**config.mk**
```make
export PLATFORM = sky130hd
export DESIGN_NAME = player_motion_flat
export DESIGN_NICKNAME = d
export VERILOG_FILES = /design/src/rtl/player_motion_pkg.sv /design/src/rtl/player_motion_if.sv /design/src/rtl/player_motion_frame_tick_gen.sv /design/src/rtl/player_motion.sv /design/src/flat_wrapper.sv
export SDC_FILE = /design/constraint.sdc
export NUM_CORES = 1
export LEC_CHECK = 0
export ABC_AREA = 1
export BUFFER_PORTS_ARGS = -buffer_cell sky130_fd_sc_hd__buf_2
export CORE_AREA = 2 2 89 65
export CTS_CLUSTER_DIAMETER = 100
export DETAILED_ROUTE_END_ITERATION = 8
export DIE_AREA = 0 0 91 67
export GPL_ROUTABILITY_DRIVEN = 0
export PLACE_DENSITY = 0.86
export SLEW_MARGIN = 20
export SYNTH_ARGS = -nofsm -noshare
export SYNTH_HDL_FRONTEND = slang
export SYNTH_HIERARCHICAL = 1
export SYNTH_SLANG_ARGS = --single-unit
```
**constraint.sdc**
```tcl
create_clock -name Clk -period 2.9 [get_ports Clk]
set_input_delay 0.145 -clock Clk [delete_from_list [all_inputs] [get_ports Clk]]
set_output_delay 0.145 -clock Clk [all_outputs]
set_load 0.005 [all_outputs]
```
**src/rtl/player_motion_pkg.sv**
```systemverilog
// ---------------------------------------------------------------------------
// player_pkg
// Shared definitions for the knight sprite motion controller and its
// consumers (colour mapper): state encoding, keycodes, status codes, sprite
// geometry and motion tuning constants.
// ---------------------------------------------------------------------------
package player_pkg;

  typedef enum logic [1:0] {
    IDLE = 2'd0,
    WALK = 2'd1,
    JUMP = 2'd2
  } player_state_t;

  // USB HID keycodes
  localparam logic [7:0] KEY_A = 8'h04;  // move left
  localparam logic [7:0] KEY_D = 8'h07;  // move right
  localparam logic [7:0] KEY_W = 8'h1A;  // jump

  // Sprite select codes seen by the colour mapper
  localparam int STATUS_W = 4;
  localparam logic [STATUS_W-1:0] STATUS_IDLE = 4'd0;
  localparam logic [STATUS_W-1:0] STATUS_WALK = 4'd1;
  localparam logic [STATUS_W-1:0] STATUS_JUMP = 4'd2;

  // Sprite hitbox
  localparam logic [9:0] SPRITE_SIZE_X = 10'd30;
  localparam logic [9:0] SPRITE_SIZE_Y = 10'd64;

  // Motion tuning (pixels, pixels/frame)
  localparam int X_START   = 320;
  localparam int GROUND_Y  = 400;
  localparam int X_MIN     = 15;
  localparam int X_MAX     = 624;
  localparam int CEILING_Y = 32;
  localparam int WALK_STEP = 2;
  localparam int JUMP_V    = 10;
  localparam int GRAVITY   = 1;
  localparam int MAX_FALL  = 10;

endpackage

```
**src/rtl/player_motion_if.sv**
```systemverilog
// ---------------------------------------------------------------------------
// player_motion_if
// Bundles the keyboard/frame inputs and the sprite outputs of player_motion.
//   frame_clk   : vsync-rate level, asynchronous to Clk
//   keycode     : current HID keycode (0 = none)
//   BallX/BallY : sprite centre
//   Ball_sizeX/Y: sprite hitbox (constant)
//   BallStatus  : sprite select (idle/walk/airborne)
//   Facing      : 0 = right, 1 = left
// Modports: master = stimulus/keyboard side, slave = player_motion.
// ---------------------------------------------------------------------------
interface player_motion_if;
  import player_pkg::*;

  logic                frame_clk;
  logic [7:0]          keycode;
  logic [9:0]          BallX;
  logic [9:0]          BallY;
  logic [9:0]          Ball_sizeX;
  logic [9:0]          Ball_sizeY;
  logic [STATUS_W-1:0] BallStatus;
  logic                Facing;

  modport master (
    output frame_clk, keycode,
    input  BallX, BallY, Ball_sizeX, Ball_sizeY, BallStatus, Facing
  );

  modport slave (
    input  frame_clk, keycode,
    output BallX, BallY, Ball_sizeX, Ball_sizeY, BallStatus, Facing
  );

endinterface

```
**src/rtl/player_motion_frame_tick_gen.sv**
```systemverilog
// ---------------------------------------------------------------------------
// frame_tick_gen
// Brings the asynchronous frame_clk level into the clk domain through a
// flop synchroniser and emits a registered one-cycle pulse on each rising
// edge.
// Ports:
//   clk       : system clock
//   srst      : synchronous active-high reset
//   frame_clk : asynchronous vsync-rate level
//   tick      : one-clk pulse per frame_clk rising edge
// ---------------------------------------------------------------------------
module frame_tick_gen #(
  parameter int SYNC_STAGES = 2
) (
  input  logic clk,
  input  logic srst,
  input  logic frame_clk,
  output logic tick
);

  logic sync_reg [SYNC_STAGES];
  logic prev_reg;
  logic tick_reg;

  generate
    for (genvar gi = 0; gi < SYNC_STAGES; gi++) begin : g_sync
      if (gi == 0) begin : g_first
        always_ff @(posedge clk) begin
          if (srst) sync_reg[gi] <= 1'b0;
          else      sync_reg[gi] <= frame_clk;
        end
      end else begin : g_chain
        always_ff @(posedge clk) begin
          if (srst) sync_reg[gi] <= 1'b0;
          else      sync_reg[gi] <= sync_reg[gi-1];
        end
      end
    end
  endgenerate

  // Edge detect on the synchronised level; the pulse itself is registered so
  // downstream logic sees a clean single-cycle strobe.
  always_ff @(posedge clk) begin
    if (srst) begin
      prev_reg <= 1'b0;
      tick_reg <= 1'b0;
    end else begin
      prev_reg <= sync_reg[SYNC_STAGES-1];
      tick_reg <= sync_reg[SYNC_STAGES-1] & ~prev_reg;
    end
  end

  assign tick = tick_reg;

endmodule

```
**src/rtl/player_motion.sv**
```systemverilog
// ---------------------------------------------------------------------------
// player_motion
// Per-frame motion/state controller for the knight sprite. Once per frame
// tick it turns the keycode into a new centre position, facing and sprite
// status. Outputs change one Clk after the internal tick.
// Ports:
//   Clk   : system clock
//   Reset : synchronous active-high reset
//   bus   : player_motion_if.slave (frame_clk, keycode in; BallX, BallY,
//           Ball_sizeX, Ball_sizeY, BallStatus, Facing out)
// Optional feature: define PLAYER_DOUBLE_JUMP_EN to allow one extra jump
// while airborne.
// ---------------------------------------------------------------------------
module player_motion
  import player_pkg::*;
(
  input  logic            Clk,
  input  logic            Reset,
  player_motion_if.slave  bus
);

  logic tick;

  frame_tick_gen #(.SYNC_STAGES(2)) u_frame_tick_gen (
    .clk       (Clk),
    .srst      (Reset),
    .frame_clk (bus.frame_clk),
    .tick      (tick)
  );

  // State and datapath registers
  player_state_t     state_reg,      state_next;
  logic [9:0]        x_reg,          x_next;
  logic [9:0]        y_reg,          y_next;
  logic signed [5:0] vy_reg,         vy_next;
  logic              facing_reg,     facing_next;
  logic              jump_armed_reg, jump_armed_next;
`ifdef PLAYER_DOUBLE_JUMP_EN
  logic              air_jump_avail_reg, air_jump_avail_next;
`endif

  // Key decode: one keycode at a time, so left/right are mutually exclusive
  logic key_left, key_right, key_jump, key_move;
  assign key_left  = (bus.keycode == KEY_A);
  assign key_right = (bus.keycode == KEY_D);
  assign key_jump  = (bus.keycode == KEY_W);
  assign key_move  = key_left | key_right;

  // Horizontal candidates widened to 11 bits so neither step can wrap
  logic [10:0] x_dec, x_inc;
  assign x_dec = {1'b0, x_reg} - 11'(WALK_STEP);
  assign x_inc = {1'b0, x_reg} + 11'(WALK_STEP);

  // Vertical candidates in signed 11-bit
  logic signed [10:0] y_sum;
  logic signed [5:0]  vy_inc, vy_fall;
  logic               hit_ground, hit_ceiling;
  assign y_sum       = $signed({1'b0, y_reg}) + 11'(vy_reg);
  assign vy_inc      = vy_reg + $signed(6'(GRAVITY));
  assign vy_fall     = (vy_inc > $signed(6'(MAX_FALL))) ? $signed(6'(MAX_FALL)) : vy_inc;
  assign hit_ground  = (y_sum >= $signed(11'(GROUND_Y)));
  assign hit_ceiling = (y_sum <  $signed(11'(CEILING_Y)));

  // -------------------------------------------------------------------------
  // State register
  // -------------------------------------------------------------------------
  always_ff @(posedge Clk) begin
    if (Reset) begin
      state_reg      <= IDLE;
      x_reg          <= 10'(X_START);
      y_reg          <= 10'(GROUND_Y);
      vy_reg         <= '0;
      facing_reg     <= 1'b0;
      jump_armed_reg <= 1'b1;
`ifdef PLAYER_DOUBLE_JUMP_EN
      air_jump_avail_reg <= 1'b0;
`endif
    end else begin
      state_reg      <= state_next;
      x_reg          <= x_next;
      y_reg          <= y_next;
      vy_reg         <= vy_next;
      facing_reg     <= facing_next;
      jump_armed_reg <= jump_armed_next;
`ifdef PLAYER_DOUBLE_JUMP_EN
      air_jump_avail_reg <= air_jump_avail_next;
`endif
    end
  end

  // -------------------------------------------------------------------------
  // Next-state logic (state transitions plus the motion datapath)
  // -------------------------------------------------------------------------
  always_comb begin
    state_next      = state_reg;
    x_next          = x_reg;
    y_next          = y_reg;
    vy_next         = vy_reg;
    facing_next     = facing_reg;
    jump_armed_next = jump_armed_reg;
`ifdef PLAYER_DOUBLE_JUMP_EN
    air_jump_avail_next = air_jump_avail_reg;
`endif

    if (tick) begin
      // Horizontal motion applies in every state, including mid-air
      if (key_left) begin
        x_next      = (x_dec < 11'(X_MIN)) ? 10'(X_MIN) : x_dec[9:0];
        facing_next = 1'b1;
      end else if (key_right) begin
        x_next      = (x_inc > 11'(X_MAX)) ? 10'(X_MAX) : x_inc[9:0];
        facing_next = 1'b0;
      end

      // Releasing W re-arms; holding it never re-triggers
      if (!key_jump) jump_armed_next = 1'b1;

      unique case (state_reg)
        IDLE, WALK: begin
          if (key_jump && jump_armed_reg) begin
            // Takeoff tick keeps Y; the first rise happens next tick
            state_next      = JUMP;
            vy_next         = -$signed(6'(JUMP_V));
            jump_armed_next = 1'b0;
`ifdef PLAYER_DOUBLE_JUMP_EN
            air_jump_avail_next = 1'b1;
`endif
          end else begin
            state_next = key_move ? WALK : IDLE;
          end
        end

        JUMP: begin
`ifdef PLAYER_DOUBLE_JUMP_EN
          if (key_jump && jump_armed_reg && air_jump_avail_reg) begin
            vy_next             = -$signed(6'(JUMP_V));
            jump_armed_next     = 1'b0;
            air_jump_avail_next = 1'b0;
          end else
`endif
          if (hit_ground) begin
            // Landing tick already reports the grounded status
            y_next     = 10'(GROUND_Y);
            vy_next    = '0;
            state_next = key_move ? WALK : IDLE;
`ifdef PLAYER_DOUBLE_JUMP_EN
            air_jump_avail_next = 1'b0;
`endif
          end else if (hit_ceiling) begin
            y_next  = 10'(CEILING_Y);
            vy_next = '0;
          end else begin
            y_next  = y_sum[9:0];
            vy_next = vy_fall;
          end
        end

        default: state_next = IDLE;
      endcase
    end
  end

  // -------------------------------------------------------------------------
  // Output logic (Moore: straight from registers)
  // -------------------------------------------------------------------------
  always_comb begin
    bus.BallX      = x_reg;
    bus.BallY      = y_reg;
    bus.Ball_sizeX = SPRITE_SIZE_X;
    bus.Ball_sizeY = SPRITE_SIZE_Y;
    bus.Facing     = facing_reg;
    bus.BallStatus = STATUS_IDLE;
    unique case (state_reg)
      IDLE:    bus.BallStatus = STATUS_IDLE;
      WALK:    bus.BallStatus = STATUS_WALK;
      JUMP:    bus.BallStatus = STATUS_JUMP;
      default: bus.BallStatus = STATUS_IDLE;
    endcase
  end

endmodule

```
**src/flat_wrapper.sv**
```systemverilog
// flat-port wrapper written by rule: the top's interface ports become plain ports
module player_motion_flat import player_pkg::*;
  (Clk, Reset, bus_frame_clk, bus_keycode, bus_BallX, bus_BallY, bus_Ball_sizeX, bus_Ball_sizeY, bus_BallStatus, bus_Facing);
  player_motion_if bus_i ();
  input  logic Clk;
  input  logic Reset;
  input wire logic [$bits(bus_i.frame_clk)-1:0] bus_frame_clk;
  input wire logic [$bits(bus_i.keycode)-1:0] bus_keycode;
  output wire logic [$bits(bus_i.BallX)-1:0] bus_BallX;
  output wire logic [$bits(bus_i.BallY)-1:0] bus_BallY;
  output wire logic [$bits(bus_i.Ball_sizeX)-1:0] bus_Ball_sizeX;
  output wire logic [$bits(bus_i.Ball_sizeY)-1:0] bus_Ball_sizeY;
  output wire logic [$bits(bus_i.BallStatus)-1:0] bus_BallStatus;
  output wire logic [$bits(bus_i.Facing)-1:0] bus_Facing;
  assign bus_i.frame_clk = bus_frame_clk;
  assign bus_i.keycode = bus_keycode;
  assign bus_BallX = bus_i.BallX;
  assign bus_BallY = bus_i.BallY;
  assign bus_Ball_sizeX = bus_i.Ball_sizeX;
  assign bus_Ball_sizeY = bus_i.Ball_sizeY;
  assign bus_BallStatus = bus_i.BallStatus;
  assign bus_Facing = bus_i.Facing;
  player_motion u_core (.Clk(Clk), .Reset(Reset), .bus(bus_i));
endmodule
```
==> results of run 1 <==
==> per-layer routing <==
layer,GRT usage,part of all wire,vias up
li1,-,-,1451
met1,0.341,0.49,1285
met2,0.352,0.42,150
met3,0.0464,0.086,6
met4,0.0587,0.0064,0
met5,0,0,-
==> through the flow <==
step | power, uW | util | std cells
2_1_floorplan | 524 | - | 470
3_5_place_dp | 516 | 0.577 | 547
4_1_cts | 879 | 0.596 | 555
5_1_grt | 910 | 0.596 | 555
3_3_place_gp | 515 | 0.577 | 547
6_report | 871 | 0.596 | 555
==> kinds of logic (layout without fill, tap and decap cells) <==
| logic type | after synthesis | after routing | share of synthesized area |
|---|---|---|---|
| AOI/OAI and AO/OA | 52 | 52 | 0.0997 |
| xor gates and xnor gates | 14 | 14 | 0.0496 |
| adders and majority gates | 15 | 15 | 0.0685 |
| buffers and inverters | 91 | 104 | 0.152 |
| DFF | 34 | 34 | 0.239 |
| other | 2 | 22 | 0.00264 |
| and+or+nand+nor | 242 | 242 | 0.389 |
==> cell type report <==
cell class / instances / area (sq um) / share of cell area
Clock inverter: 2 / 12.5 / 0.00406
Timing Repair Buffer: 34 / 173 / 0.0560
Inverter: 62 / 233 / 0.0755
Sequential cell: 34 / 681 / 0.221
Clock buffer: 6 / 82.6 / 0.0268
Multi-Input combinational cell: 345 / 1810 / 0.587
Tap cell: 72 / 90.1 / 0.0292
==> path summary, 6_finish.rpt <==
check                                         startpoint                                              to  slack [ps]  cells past startpoint
max                        u_core/vy_reg[5]$_SDFFE_PP0P_                   u_core/vy_reg[2]$_SDFFE_PP0P_         360                     13
min                                        bus_frame_clk  u_core/u_frame_tick_gen/sync_reg[0]$_SDFF_PP0_          70                      3
max reg2reg                u_core/vy_reg[5]$_SDFFE_PP0P_                   u_core/vy_reg[2]$_SDFFE_PP0P_         360                     13
min reg2reg  u_core/u_frame_tick_gen/prev_reg$_SDFF_PP0_         u_core/u_frame_tick_gen/tick$_SDFF_PP0_         400                      1
==> synthesized netlist by cell type, drive strengths merged <==
cell,instances
o22ai,1
nand4,5
o211ai,2
nor3b,1
ha,14
nand3b,4
nor3,6
o221ai,1
nor4,1
dfxtp,34
xor2,10
nand2,122
a21oi,25
nand3,48
a31oi,2
or2,1
xnor2,4
o21ai,21
clkbuf,5
inv,62
and2,2
conb,2
nor2,52
fa,1
buf,24
==> worst max-delay path: stages, from the launching register on <==
cell and delay (ps):
dfxtp_1 630, ha_1 390, nand2_1 140, inv_1 60, a21oi_1 260, nand2_1 130
nand2_1 90, nand2_1 70, nor2_1 150, nand3_2 170, nand2_2 120, inv_2 60
nand3_1 80, a21oi_1 70
==> power breakdown <==
| part | total, uW | internal, uW | switching, uW |
|---|---|---|---|
| Clock | 365 | 191 | 174 |
| Combinational | 35.1 | 9.48 | 25.6 |
| Sequential | 471 | 469 | 1.38 |
| Total | 871 | 670 | 201 |
==> results_dict.tcl, run 1 <==
set metrics [dict create \
    cap_violations 0 \
    rsz0062_at_grt "false" \
    cts_root_buffer "clkbuf_8" \
    cts_tree "built" \
    core_sq_mm 0.00517 \
    port_buffers 33 \
    synth_top_area_cell "dfxtp_1" \
    max_freq_mhz 394 \
    synth-seq-cells 34 \
    die_y_microns 67 \
    htree_levels 2 \
    area_growth_pct 8.17 \
    viasPerCell 5.21 \
    design.die.area_sq_mm 0.00610 \
    first_iter_violations 362 \
    fin_ws_ps 360 \
    clockBufferDepth 2 \
    cp-start-kind "flip-flop" \
    cp.arrival_ps 2700 \
    setup_viol 0 \
    routed_wl_microns 6920 \
    status "finished clean" \
    antenna_cells 0 \
    post_cts_resized 0 \
    peakVddDrop_mv 0.273 \
    ys_types 37 \
    num_vias 2892 \
    holdWs_ps 68.3 \
    place_area_sq_mm 0.00299 \
    cp.required_ps 3060 \
    min_path_type "in -> reg" \
    p_leak_uw 0.00162 \
    clock_skew_ps 13.6 \
    dp.final_hpwl_microns 5290 \
    cp-end-kind "flip-flop" \
    synth.area.top_cells "dfxtp_1 (24%), nand2_1 (14%), nand3_1 (7.9%), inv_1 (7.4%), ha_1 (6.1%)" \
    cts_num_sinks 34 \
    hold_viol 0 \
    final_common_cell "nand2_1" \
    syn_inst 450 \
    synth_area_per_cell_sq_um 6.33 \
    grt_pass1_vias 2475 \
    synth_top_area_share 0.239 \
    tns_ps 0 \
    drive_gt1_frac 0.151 \
    period_share 0.876 \
    drt_first_pass_iters 5 \
    finalMaxSlewViolations 0 \
    post_cts_buffers 0 \
    overflow 0 \
    antenna_found_initial 0 \
    path_class "reg -> reg" \
    path_max_fanout 8 \
    fin_area_sq_mm 0.00308 \
    clk_pin_slew_ps 70 \
    final_cell_mix "nand2_1 (110), inv_1 (56), nor2_1 (46)" \
    row_count 22 \
    fin_nets 508 \
    grt_usage 0.234 \
    syn_area_sq_mm 0.00285 \
    route.detailed.drc 0 \
    cts_hold_buf 0 \
    fillers 516 \
    yosysWarnings 6 \
    initial_core_util 0.551 \
    io_pins 56 \
    final_antenna_net_count 0 \
    grt_max_degree 21 \
    power_density_mw_per_mm2 282 \
    die_w_microns 91 \
    insertion_delay_ps 290 \
    synth_seq_area_share 0.239 \
    dp_slack_ps 475 \
    fin_crit_ps 2540 \
    grt_first_pass_wirelength_microns 11600 \
    wl_per_cell_microns 12.5 \
    cts_buffers 5 \
]
(Power assumes the default switching activity.)
==> run 2, diff against run 1 <==
--- a/config.mk
+++ b/config.mk
@@ -12,6 +12,7 @@
 export DETAILED_ROUTE_END_ITERATION = 8
 export DIE_AREA = 0 0 91 67
 export GPL_ROUTABILITY_DRIVEN = 0
+export GPL_TIMING_DRIVEN = 0
 export PLACE_DENSITY = 0.86
 export SLEW_MARGIN = 20
 export SYNTH_ARGS = -nofsm -noshare
==> results_dict.tcl, run 2 (synthesis results as in run 1) <==
set metrics [dict create \
    post_cts_resized 0 \
    post_cts_buffers 0 \
    cp-end-kind "flip-flop" \
    cp.arrival_ps 2650 \
    design.die.area_sq_mm 0.00610 \
    clk_pin_slew_ps 70 \
    worst_pin_slew_ps 518 \
    crit_top_cell "nand2_1" \
    antenna_found_initial 0 \
    rsz0062_at_grt "false" \
    setup_viol 0 \
    startpoint "u_core/vy_reg[5]$_SDFFE_PP0P_" \
    cap_violations 0 \
    overflow 0 \
    viasPerCell 5.08 \
    cts_num_sinks 34 \
    final_antenna_net_count 0 \
    drt_first_pass_iters 6 \
    max_slew_margin 0.655 \
    drive_gt1_frac 0.188 \
    rrSetupSlack_ps 420 \
    path_max_fanout 8 \
    max_stage_delay_ps 610 \
    routed_wl_microns 6850 \
    cts_buffers 5 \
    grt_max_degree 12 \
    grt_first_pass_wirelength_microns 11600 \
    power_density_mw_per_mm2 323 \
    status "finished clean" \
    die_w_microns 91 \
    final_cells 583 \
    path_class "reg -> reg" \
    cts_tree "built" \
    finalMaxSlewViolations 0 \
    row_count 22 \
    wl_per_cell_microns 11.8 \
    htree_levels 2 \
    hold_path_startpoint "bus_frame_clk" \
    dp_cells 575 \
    cp.required_ps 3060 \
    final_cell_mix "nand2_1 (110), inv_1 (56), nor2_1 (46)" \
    die_y_microns 67 \
    num_vias 2960 \
    peakVddDrop_mv 0.316 \
    hold_viol 0 \
    fin_nets 536 \
    route.detailed.drc 0 \
    max_freq_mhz 402 \
    io_pins 56 \
    dp.final_hpwl_microns 5340 \
    tns_ps 0 \
    area_growth_pct 16.6 \
    crit_chain "ha_1 > nand2_1 > inv_1 > a21oi_1 > nand2_1 > nand2_1 > nand2_1 > nor2_1 > nand3_2 > nand2_2 > inv_2 > nand3_1 > a21oi_1" \
    initial_core_util 0.551 \
    port_buffers 33 \
    core_sq_mm 0.00517 \
    antenna_cells 0 \
    period_share 0.857 \
    cts_hold_buf 0 \
    r2r-start "u_core/vy_reg[5]$_SDFFE_PP0P_" \
    final_common_cell "nand2_1" \
    cp_slowest_cell "dfxtp_1" \
    cp-start-kind "flip-flop" \
    min_path_type "in -> reg" \
    insertion_delay_ps 290 \
    clock_skew_ps 8.15 \
    grt_pass1_vias 2603 \
    grt_usage 0.234 \
    first_iter_violations 325 \
    cts_root_buffer "clkbuf_8" \
    p_leak_uw 0.00177 \
    p_total_uw 1070 \
    fin_crit_ps 2480 \
    clockBufferDepth 2 \
]
run 2: worst max-delay path: cells and delay by family (launching register included):
family | cells | cell delay [ps]
buf+inv | 2 | 120
compound gates | 2 | 290
flops | 1 | 610
simple gates | 8 | 930
fa+ha+maj | 1 | 380
run 2: metrics by stage:
| step | utilization | hold WS (ps) | area, sq um | worst slack, ps |
|---|---|---|---|---|
| final | 0.642 | 55.0 | 3320 | 415 |
| after global routing | 0.642 | 70.4 | 3320 | 132 |
| after CTS | 0.642 | 53.8 | 3320 | 419 |
| after detailed placement | 0.614 | 353 | 3180 | 427 |
| after global placement | 0.614 | 350 | 3180 | 527 |
| after floorplan | - | 216 | 2920 | 793 |
run 2: path summary, 6_finish.rpt:
path,to,depth (start not counted)
max,u_core/bus.BallY[2]$_SDFFE_PP0P_,13
min,u_core/u_frame_tick_gen/sync_reg[0]$_SDFF_PP0_,3
max reg2reg,u_core/bus.BallY[2]$_SDFFE_PP0P_,13
min reg2reg,u_core/u_frame_tick_gen/tick$_SDFF_PP0_,1
run 2: report_power, final:
part           total (uW)  switching (uW)  internal, uW
Combinational        58.8            29.9          28.8
Clock                 542             176           367
Sequential            471            1.28           469
run 2: layout make-up:
cell class | instances | area, sq um
fill | 470 | 1850
timing repair buffer | 33 | 165
tap | 72 | 90.1
inverter | 62 | 233
clock inverter | 2 | 60.1
sequential | 34 | 681
clock buffer | 6 | 82.6
multi-input combinational | 345 | 1810
buffer | 29 | 200
run 2: routing by layer:
metal	vias up	GRT usage	part of all wire
met5	-	0	0
li1	1517	-	-
met4	0	0.0455	0.0089
met3	14	0.0419	0.079
met1	1300	0.332	0.50
met2	129	0.375	0.41
==> run 3, diff against run 2 <==
--- a/config.mk
+++ b/config.mk
@@ -7,13 +7,13 @@
 export LEC_CHECK = 0
 export ABC_AREA = 1
 export BUFFER_PORTS_ARGS = -buffer_cell sky130_fd_sc_hd__buf_2
-export CORE_AREA = 2 2 89 65
+export CORE_AREA = 2 2 111 81
 export CTS_CLUSTER_DIAMETER = 100
 export DETAILED_ROUTE_END_ITERATION = 8
-export DIE_AREA = 0 0 91 67
+export DIE_AREA = 0 0 113 83
 export GPL_ROUTABILITY_DRIVEN = 0
 export GPL_TIMING_DRIVEN = 0
-export PLACE_DENSITY = 0.86
+export PLACE_DENSITY = 0.63
 export SLEW_MARGIN = 20
 export SYNTH_ARGS = -nofsm -noshare
 export SYNTH_HDL_FRONTEND = slang
==> constraint.sdc (replaced) <==
create_clock -name Clk -period 2.1 [get_ports Clk]
set_input_delay 0.105 -clock Clk [delete_from_list [all_inputs] [get_ports Clk]]
set_output_delay 0.105 -clock Clk [all_outputs]
set_load 0.005 [all_outputs]
==> results_dict.tcl, run 3 (synthesis results as in run 1) <==
set metrics [dict create \
    grt_first_pass_wirelength_microns 12500 \
    cts_num_sinks 34 \
    clk_pin_slew_ps 60 \
    path_max_fanout 6 \
    worst_pin_slew_ps 524 \
    setup.worst_path.end "u_core/bus.BallY[0]$_SDFFE_PP0P_" \
    rrSetupSlack_ps -110 \
    violations "design-rule violations, negative setup slack" \
    route.detailed.drc 4 \
    cts_root_buffer "clkbuf_16" \
    p_int_uw 1150 \
    drt_first_pass_iters 7 \
    min_path_type "in -> reg" \
    cp-end-kind "flip-flop" \
    dp_slack_ps -416 \
    clock_skew_ps 6.49 \
    period_share 1.05 \
    initial_core_util 0.345 \
    core_sq_mm 0.00827 \
    max_slew_margin 0.651 \
    routed_wl_microns 7890 \
    register_area_sq_um 699 \
    area_growth_pct 27.4 \
    die_y_microns 83 \
    holdWs_ps 24.9 \
    hold_viol 0 \
    final_antenna_net_count 0 \
    fin_nets 552 \
    first_iter_violations 177 \
    cts_tree "built" \
    pwr-share-clk 0.507 \
    cp.arrival_ps 2360 \
    clockBufferDepth 2 \
    dp.final_hpwl_microns 5840 \
    die_w_microns 113 \
    multi_input_area_sq_mm 0.00193 \
    seq_power_share 0.437 \
    drive_gt1_frac 0.268 \
    r2r-start "u_core/vy_reg[0]$_SDFFE_PP0P_" \
    antenna_found_initial 0 \
    peakVddDrop_mv 0.233 \
    grt_pass1_vias 2664 \
    swShare 0.219 \
    grt_max_degree 11 \
    overflow 0 \
    rr_endpoint "u_core/bus.BallY[0]$_SDFFE_PP0P_" \
    power_switching_uw 324 \
    cap_violations 0 \
    cp.required_ps 2250 \
    startpoint "u_core/vy_reg[0]$_SDFFE_PP0P_" \
    setup_viol 15 \
    max_freq_mhz 452 \
    port_buffers 33 \
    insertion_delay_ps 280 \
    num_vias 3014 \
    htree_levels 2 \
    grt_usage 0.163 \
    final_cell_mix "nand2_1 (106), inv_1 (55), nand3_1 (42)" \
    antenna_cells 0 \
    viasPerCell 4.77 \
    combPwrFrac 0.056 \
    io_pins 56 \
    r2r_cells 13 \
    p_total_uw 1480 \
    p_leak_uw 0.00190 \
    final_common_cell "nand2_1" \
    fin_crit_ps 2210 \
    design.die.area_sq_mm 0.00938 \
    status "finished, violations left" \
    row_count 28 \
    path_class "reg -> reg" \
    cp-start-kind "flip-flop" \
    fillers 861 \
    fin_ws_ps -113 \
    power_density_mw_per_mm2 407 \
    wl_per_cell_microns 12.5 \
    rsz0062_at_grt "true" \
    finalMaxSlewViolations 0 \
    cts_buffers 5 \
]
-- run 3: how the worst min path moves through the flow --
stage | from | slack (ps) | depth (start not counted) | end
floorplan | Reset | 180 | 1 | u_core/u_frame_tick_gen/sync_reg[0]$_SDFF_PP0_
global placement | bus_frame_clk | 310 | 3 | u_core/u_frame_tick_gen/sync_reg[0]$_SDFF_PP0_
detailed placement | bus_frame_clk | 310 | 3 | u_core/u_frame_tick_gen/sync_reg[0]$_SDFF_PP0_
CTS | bus_frame_clk | 20 | 3 | u_core/u_frame_tick_gen/sync_reg[0]$_SDFF_PP0_
global route | Reset | 50 | 2 | u_core/u_frame_tick_gen/sync_reg[0]$_SDFF_PP0_
finish | bus_frame_clk | 20 | 3 | u_core/u_frame_tick_gen/sync_reg[0]$_SDFF_PP0_
-- run 3: layer usage --
layer / GRT usage / vias up / share of wire / wire length (microns)
met3: 0.0350 / 13 / 0.074 / 585
met1: 0.235 / 1336 / 0.49 / 3870
met5: 0 / - / 0 / 0
met2: 0.239 / 112 / 0.42 / 3340
met4: 0.0521 / 0 / 0.012 / 93
li1: - / 1553 / - / -
-- run 3: worst max-delay path: stages (launching register included) --
cell and delay, ps:
dfxtp_4 360, ha_4 170, fa_2 360, nand2_2 80
nand2_2 70, nand3_2 80, nand2_2 80, a21oi_4 180
xor2_4 280, nand2_4 140, nand2_4 110, nor2_1 50
nor2_1 80, nor2_1 40
-- run 3: per-stage QoR --
stage	cells	TNS, ps	cell area (sq um)	util
global placement	608	-4920	3220	0.390
detailed placement	608	-5730	3220	0.390
floorplan	470	0	2930	-
finish	632	-992	3630	0.439
CTS	623	-1440	3480	0.420
global route	632	-2840	3630	0.439
-- run 3: power by group through the flow --
stage          sequential (uW)  combinational (uW)  clock [uW]
2_1_floorplan              664                59.8           0
3_5_place_dp               665                81.0           0
6_report                   646                83.3         749
5_1_grt                    645                93.0         793
4_1_cts                    648                81.3         768
3_3_place_gp               665                80.4           0
-- run 3: area by class of cell --
type                    count  share of cell area
repair buffers             48              0.0776
inverters                  62              0.0648
plain buffers              29              0.0552
clock inverters             1             0.00138
multi-input cells         346               0.533
clock buffers               7              0.0393
well taps                 105              0.0362
flip-flops and latches     34               0.193
-- run 3: timing repair --
action | in CTS | in global routing
cloned | 1 | 0
hold buffers | 0 | 0
setup endpoints to repair | 20 | 26
buffers inserted | 6 | 9
gates resized for setup | 15 | 26
pin swaps | 6 | 15
